**src/rtl/q_weight_sequencer.sv**
```systemverilog
// Weight-table access sequencer for a spline adaptive filter: one filter read per sample,
// then an optional read-modify-write of the span's weights once the error term arrives.
module q_weight_sequencer #(
    parameter int Q       = 13,
    parameter int Q_ORD   = 4,
    parameter int TIMEOUT = 64,
    parameter int IW      = $clog2(Q + Q_ORD)
) (
    input  logic          clk,
    input  logic          reset,
    input  logic          in_valid,
    input  logic [IW-1:0] in_span,
    output logic          in_ready,
    input  logic          adapt_en,
    input  logic          err_valid,
    output logic          err_ready,
    output logic [IW-1:0] span_ind_read,
    output logic          rd_valid,
    output logic [IW-1:0] span_ind_write,
    output logic          upd_rd_valid,
    output logic [IW-1:0] span_ind_write_d,
    output logic          wr_en,
    output logic          range_err,
    output logic          timeout,
    output logic [15:0]   sample_cnt
);

    localparam int WW = $clog2(TIMEOUT + 1);
    localparam logic [IW-1:0] Q_IDX    = IW'(Q);
    localparam logic [WW-1:0] WAIT_MAX = WW'(TIMEOUT - 1);

    typedef enum logic [2:0] {IDLE, RD, WAIT_ERR, UPD_RD, UPD_WR} state_t;

    state_t        state;
    logic [IW-1:0] span_q;
    logic          adapt_q;
    logic [WW-1:0] wait_cnt;
    logic [IW-1:0] span_clamped;
    logic          span_over;

    // Out-of-range spans are pinned to Q so the weight window never runs off the table.
    always_comb begin
        span_over    = (in_span > Q_IDX);
        span_clamped = span_over ? Q_IDX : in_span;
    end

    assign err_ready = (state == WAIT_ERR);

    always_ff @(posedge clk) begin
        if (reset) begin
            state            <= IDLE;
            span_q           <= '0;
            adapt_q          <= 1'b0;
            wait_cnt         <= '0;
            in_ready         <= 1'b1;
            span_ind_read    <= '0;
            rd_valid         <= 1'b0;
            span_ind_write   <= '0;
            upd_rd_valid     <= 1'b0;
            span_ind_write_d <= '0;
            wr_en            <= 1'b0;
            range_err        <= 1'b0;
            timeout          <= 1'b0;
            sample_cnt       <= '0;
        end else begin
            rd_valid     <= 1'b0;
            upd_rd_valid <= 1'b0;
            wr_en        <= 1'b0;
            range_err    <= 1'b0;
            timeout      <= 1'b0;
            case (state)
                IDLE: begin
                    if (in_valid) begin
                        span_q        <= span_clamped;
                        adapt_q       <= adapt_en;
                        range_err     <= span_over;
                        rd_valid      <= 1'b1;
                        span_ind_read <= span_clamped;
                        in_ready      <= 1'b0;
                        state         <= RD;
                    end
                end
                RD: begin
                    if (adapt_q) begin
                        wait_cnt <= '0;
                        state    <= WAIT_ERR;
                    end else begin
                        sample_cnt <= sample_cnt + 16'd1;
                        in_ready   <= 1'b1;
                        state      <= IDLE;
                    end
                end
                WAIT_ERR: begin
                    // An error term arriving on the last allowed cycle still counts.
                    if (err_valid) begin
                        upd_rd_valid   <= 1'b1;
                        span_ind_write <= span_q;
                        state          <= UPD_RD;
                    end else if (wait_cnt == WAIT_MAX) begin
                        timeout  <= 1'b1;
                        in_ready <= 1'b1;
                        state    <= IDLE;
                    end else begin
                        wait_cnt <= wait_cnt + 1'b1;
                    end
                end
                UPD_RD: begin
                    wr_en            <= 1'b1;
                    span_ind_write_d <= span_q;
                    state            <= UPD_WR;
                end
                UPD_WR: begin
                    sample_cnt <= sample_cnt + 16'd1;
                    in_ready   <= 1'b1;
                    state      <= IDLE;
                end
                default: begin
                    in_ready <= 1'b1;
                    state    <= IDLE;
                end
            endcase
        end
    end

endmodule

```
**config.mk**
```make
export PLATFORM = sky130hd
export DESIGN_NAME = q_weight_sequencer
export DESIGN_NICKNAME = d
export VERILOG_FILES = /design/src/rtl/q_weight_sequencer.sv
export SDC_FILE = /design/constraint.sdc
export NUM_CORES = 1
export LEC_CHECK = 0
export CORE_MARGIN = 5
export CORE_UTILIZATION = 49
export CTS_CLUSTER_DIAMETER = 30
export DETAILED_ROUTE_END_ITERATION = 8
export PLACE_DENSITY = 0.79
export SETUP_SLACK_MARGIN = 0.3
export SLEW_MARGIN = 5
export SYNTH_ARGS = -nofsm -noshare
export SYNTH_HDL_FRONTEND = slang
export SYNTH_SLANG_ARGS = --single-unit
```
**constraint.sdc**
```tcl
create_clock -name clk -period 2.2 [get_ports clk]
set_clock_uncertainty 0.05 [all_clocks]
set_input_delay 0.33 -clock clk [delete_from_list [all_inputs] [get_ports clk]]
set_output_delay 0.33 -clock clk [all_outputs]
set_load 0.01 [all_outputs]
```
==> results by stage <==
Job:
- The number of max-cap violations is 0.

Setup path:
- STA classifies the critical path endpoint as a register.
- The setup slack of the most critical reg-to-reg path is 370 ps.
- In this run the worst setup path terminates at sample_cnt[15].
- Counting both buffers and inverters, the worst setup path holds a total of 0.
- For the worst setup path, the data arrival time is 1970 ps.
- The critical path runs through a total of 4 cells.
- Walking the worst path, the cells encountered are or3b_4 > a21o_1 > nor4_1 > mux2_2.
- The required time at the endpoint of the critical path is around 2300 ps.
- The worst flop-to-flop path startpoint is adapt_q.
- The kind of start point of the critical path is a register.
- The reg-to-reg endpoint is sample_cnt[15].
- The slowest cell on the critical path is sky130_fd_sc_hd__or3b_4.
- The largest incremental delay on the critical path is 420 ps.
- The class of the most critical setup path is register to register.
- The worst reg-to-reg path cell count is 4.
- Along the worst path, the maximum fanout reaches 8.
- The startpoint of the most critical setup path is adapt_q.
- Broken down by cell family, the worst path's largest delay share belongs to simple AND/OR/NAND/NOR gates.

Logic synthesis:
- In the synthesized netlist the async set-or-reset flop fraction comes to 0%.
- After synthesis, the largest family of logic cells by area is simple AND/OR/NAND/NOR gates.
- The most used flip-flop cell after synthesis is sky130_fd_sc_hd__dfxtp_1.
- The synthesized netlist devotes between 10% and 20% of its cell area to compound gates.
- Counting every net in the synthesized netlist gives between 200 and 250.
- The xor-xnor portion of the synthesized cell area is around 3.5%.
- The cell count after synthesis came out at 222.
- The portion of synthesized area spent on multiplexers is 6.029%.
- The synthesized netlist contains 42 unique library cells.
- Of the total synthesized cell area, the portion taken by AND, OR, NAND and NOR gates is 24.80%.
- The cell area that synthesis handed to floorplanning was 2013 um^2.
- In this run, synthesis produced a sequential element count of 48.
- The share of synthesized area occupied by flip-flops and latches is between 40% and 50%.
- The count of warnings emitted by yosys is 0.
- Summing the areas of all fa, ha and maj instances in the mapped netlist gives around 1.2% of the synthesized area.
- The average instance in the mapped netlist occupies 9.068 um^2.
- In this run, synthesis inferred 0 flip-flops with an integrated enable.

Power and ir drop:
- Dividing total power by cell area gives a power density of 626.4 nW/um^2.
- IR analysis of the VDD net gives a maximum drop of 501.1 uV.
- The leakage power figure is 0.9430 nW.

Finish:
- Of the cells placed in the final design, the portion with a size suffix greater than 1 is 10.18%.
- The leading cell type in the layout, fill and taps excluded is sky130_fd_sc_hd__clkdlybuf4s50_1.
- Across the whole layout, storage elements account for 965.9 um^2.
- Fill cells in the final layout number 354.
- The area used by multi-input combinational logic is 1008 um^2.
- The library cells used most frequently in the layout, excluding fill and tap cells, are sky130_fd_sc_hd__clkdlybuf4s50_1, sky130_fd_sc_hd__dfxtp_1, sky130_fd_sc_hd__nor2_1, sky130_fd_sc_hd__a21oi_1, sky130_fd_sc_hd__nand2_1.
- The layout overhead on the synthesized area is 34.62%.
- 0 antenna diodes ended up in the layout.
- The net count of the finished layout is 286.

Place:
- Input and output buffers added on the ports amount to 47.
- The final weighted congestion of routability-driven global placement is 0.7700.
- OpenSTA, run right after detailed placement, puts the worst setup slack at between 80 and 90 ps.
- After legalization and detailed placement, the total HPWL measured 3.312 mm.

Timing:
- The transition time at the pin with the least slew margin is 539.5 ps.
- Setup slack closes at 373.3 ps.
- The total setup violations reported at the end of the flow is 0.
- Headroom to the max-slew limit came out at 63.10%.
- The final clock period utilization by the worst path is between 80% and 90%.
- The total negative slack for setup checks is 0 ps.
- Setup repair after global routing left no endpoint under its margin.
- The final count of pins violating max slew is 0.
- Static timing analysis puts the maximum clock frequency at ~0.55 GHz.
- The final hold violation count was 0.
- For the finished layout, the period the worst path requires is 1827 ps.

Global routing:
- The first-pass GRT wire length is 7.886 mm.
- After global routing the overflow that remains totals 0.
- Global routing used 18.20% of the available tracks across all layers.
- The number of antenna violations at the first check in global routing came to 0.
- The number of global-route vias before repair is about 1700.
- Entering global routing, the biggest net connects 33 pins.

Hold path:
- The worst hold path startpoint is wait_cnt[6].
- The class of the most critical hold timing path is register to register.

Drt:
- The routed via count is 1776.
- The number of iterations in the first detailed-routing pass is 4.
- The DRC violation count after routing is 0.
- The overall routed net length is 4.744 mm.
- Once detail routing completed, the nets flagged for antenna violations numbered 0.
- In the routed layout, each cell is associated on average with a via count of 5.465.
- The DRC violation total after the first TritonRoute iteration is 58.
- In the final routed layout, each cell accounts on average for 14.60 um.

Floorplan:
- The die is 74.10 um tall.
- Row generation in the floorplan step produced 23 rows.
- The effective utilization at floorplan is 50.33%.
- The number of I/O pins is 48.
- The die is ~74 um wide.
- The standard cell core area is approximately 4000 um^2.
- The die area is 5490 um^2.

Clocking:
- The clock latency on the worst-skew pair is 300 ps.
- The clock sink count is 48.
- Counting along the longest clock path gives a buffer depth of 2.
- Clock-pin slew was measured on the worst setup and hold paths at 90 ps.
- CTS built an H-tree with a depth of 2.
- TritonCTS built the clock tree.
- After clock tree synthesis, the flow added hold-fix buffers numbering 0.
- The total CTS buffers is 5.
- CTS placed an instance of sky130_fd_sc_hd__clkbuf_8 at the clock tree root.

Outcome:
- The flow ran to the end, and the final reports show no timing, DRC or antenna violations.
-- power breakdown --
group,internal [mW],switching [mW]
combinational,0.0658,0.0598
sequential,0.884,0.0163
clock,0.372,0.300
total,1.32,0.376
-- per-layer routing --
layer | vias to the layer above | part of all wire [%] | track usage, %
met5 | - | 0 | 0
met4 | 0 | 0.93 | 5.030
met3 | 7 | 5.0 | 4.324
met2 | 42 | 48 | 31.69
met1 | 830 | 46 | 22.44
li1 | 897 | - | -
-- cell families (layout without fill, tap and decap cells) --
| group | count (synthesis) | after routing |
|---|---|---|
| adder cells (fa/ha/maj) | 2 | 2 |
| XOR/XNOR | 8 | 8 |
| buffers and inverters | 14 | 67 |
| multiplexers | 12 | 12 |
| flip-flops | 48 | 48 |
| AO/OA/AOI/OAI | 43 | 43 |
| AND/OR/NAND/NOR | 95 | 95 |
-- final cells by class --
cell class / instances / share of cell area [%]
multi-input combinational: 160 / 37.21
timing repair buffer: 57 / 20.08
sequential: 48 / 35.64
tap: 50 / 2.308
clock buffer: 6 / 3.047
clock inverter: 2 / 1.431
inverter: 2 / 0.2770
-- synth_stat cells (2+ instances only) --
cell | count | share of area (%)
sky130_fd_sc_hd__xnor2_1 | 5 | 2.2
sky130_fd_sc_hd__ha_1 | 2 | 1.2
sky130_fd_sc_hd__nor3b_1 | 4 | 1.5
sky130_fd_sc_hd__nand2b_1 | 3 | 0.93
sky130_fd_sc_hd__nand4b_1 | 2 | 0.87
sky130_fd_sc_hd__xor2_1 | 3 | 1.3
sky130_fd_sc_hd__nand4_1 | 3 | 0.93
sky130_fd_sc_hd__a211oi_1 | 4 | 1.5
sky130_fd_sc_hd__nor2_1 | 28 | 5.2
sky130_fd_sc_hd__o21ai_0 | 9 | 2.2
sky130_fd_sc_hd__and2_1 | 2 | 0.62
sky130_fd_sc_hd__clkbuf_1 | 10 | 1.9
sky130_fd_sc_hd__a21oi_1 | 16 | 4.0
sky130_fd_sc_hd__o21a_1 | 2 | 0.75
sky130_fd_sc_hd__nand2_1 | 13 | 2.4
sky130_fd_sc_hd__a2111oi_0 | 2 | 0.87
sky130_fd_sc_hd__o31ai_1 | 2 | 0.75
sky130_fd_sc_hd__or3_1 | 10 | 3.1
sky130_fd_sc_hd__inv_1 | 2 | 0.37
sky130_fd_sc_hd__nor3_1 | 8 | 2.0
sky130_fd_sc_hd__mux2i_1 | 11 | 5.5
sky130_fd_sc_hd__dfxtp_1 | 48 | 48
sky130_fd_sc_hd__nor2b_1 | 3 | 0.93
sky130_fd_sc_hd__nand3_1 | 11 | 2.7
sky130_fd_sc_hd__buf_6 | 2 | 1.1
-- repair_timing --
action                                  4_1_cts  5_1_grt
pin swaps                                     1        2
gates cloned                                  0        0
buffers inserted                              1        1
resized for setup                             3        7
endpoints found under the setup margin        6        8
-- registers in the layout, indices dropped and copies added (netlist names) --
register,cells
rd_valid,1
upd_rd_valid,1
span_ind_write_d,5
in_ready,1
wr_en,1
sample_cnt,16
state,3
span_q,5
adapt_q,1
wait_cnt,7
range_err,1
timeout,1
span_ind_write,5
-- worst min-delay path by stage --
stage,end,slack [ps],cells after the start
3_5_place_dp,wait_cnt[6],400,2
6_report,wait_cnt[6],430,2
5_1_grt,span_q[1],470,2
4_1_cts,wait_cnt[6],410,2
3_3_place_gp,wait_cnt[6],400,2
2_1_floorplan,wait_cnt[6],380,2
-- through the flow --
step | power, mW | area, um^2 | hold WS [ps] | util [%] | cells
floorplan | 0.9788 | 2013 | 380.7 | - | 222
global placement | 1.038 | 2546 | 397.9 | 63.65 | 315
detailed placement | 1.040 | 2546 | 400.1 | 63.65 | 315
CTS | 1.701 | 2678 | 411.2 | 66.94 | 324
global route | 1.758 | 2710 | 466.0 | 67.75 | 325
finish | 1.698 | 2710 | 431.7 | 67.75 | 325
-- tightest hold or removal path: stages, from the launching register on --
cell	delay, ps
sky130_fd_sc_hd__dfxtp_1	350
sky130_fd_sc_hd__nand2_1	60
sky130_fd_sc_hd__a21oi_1	30
Power figures use the tool's default switching activity.
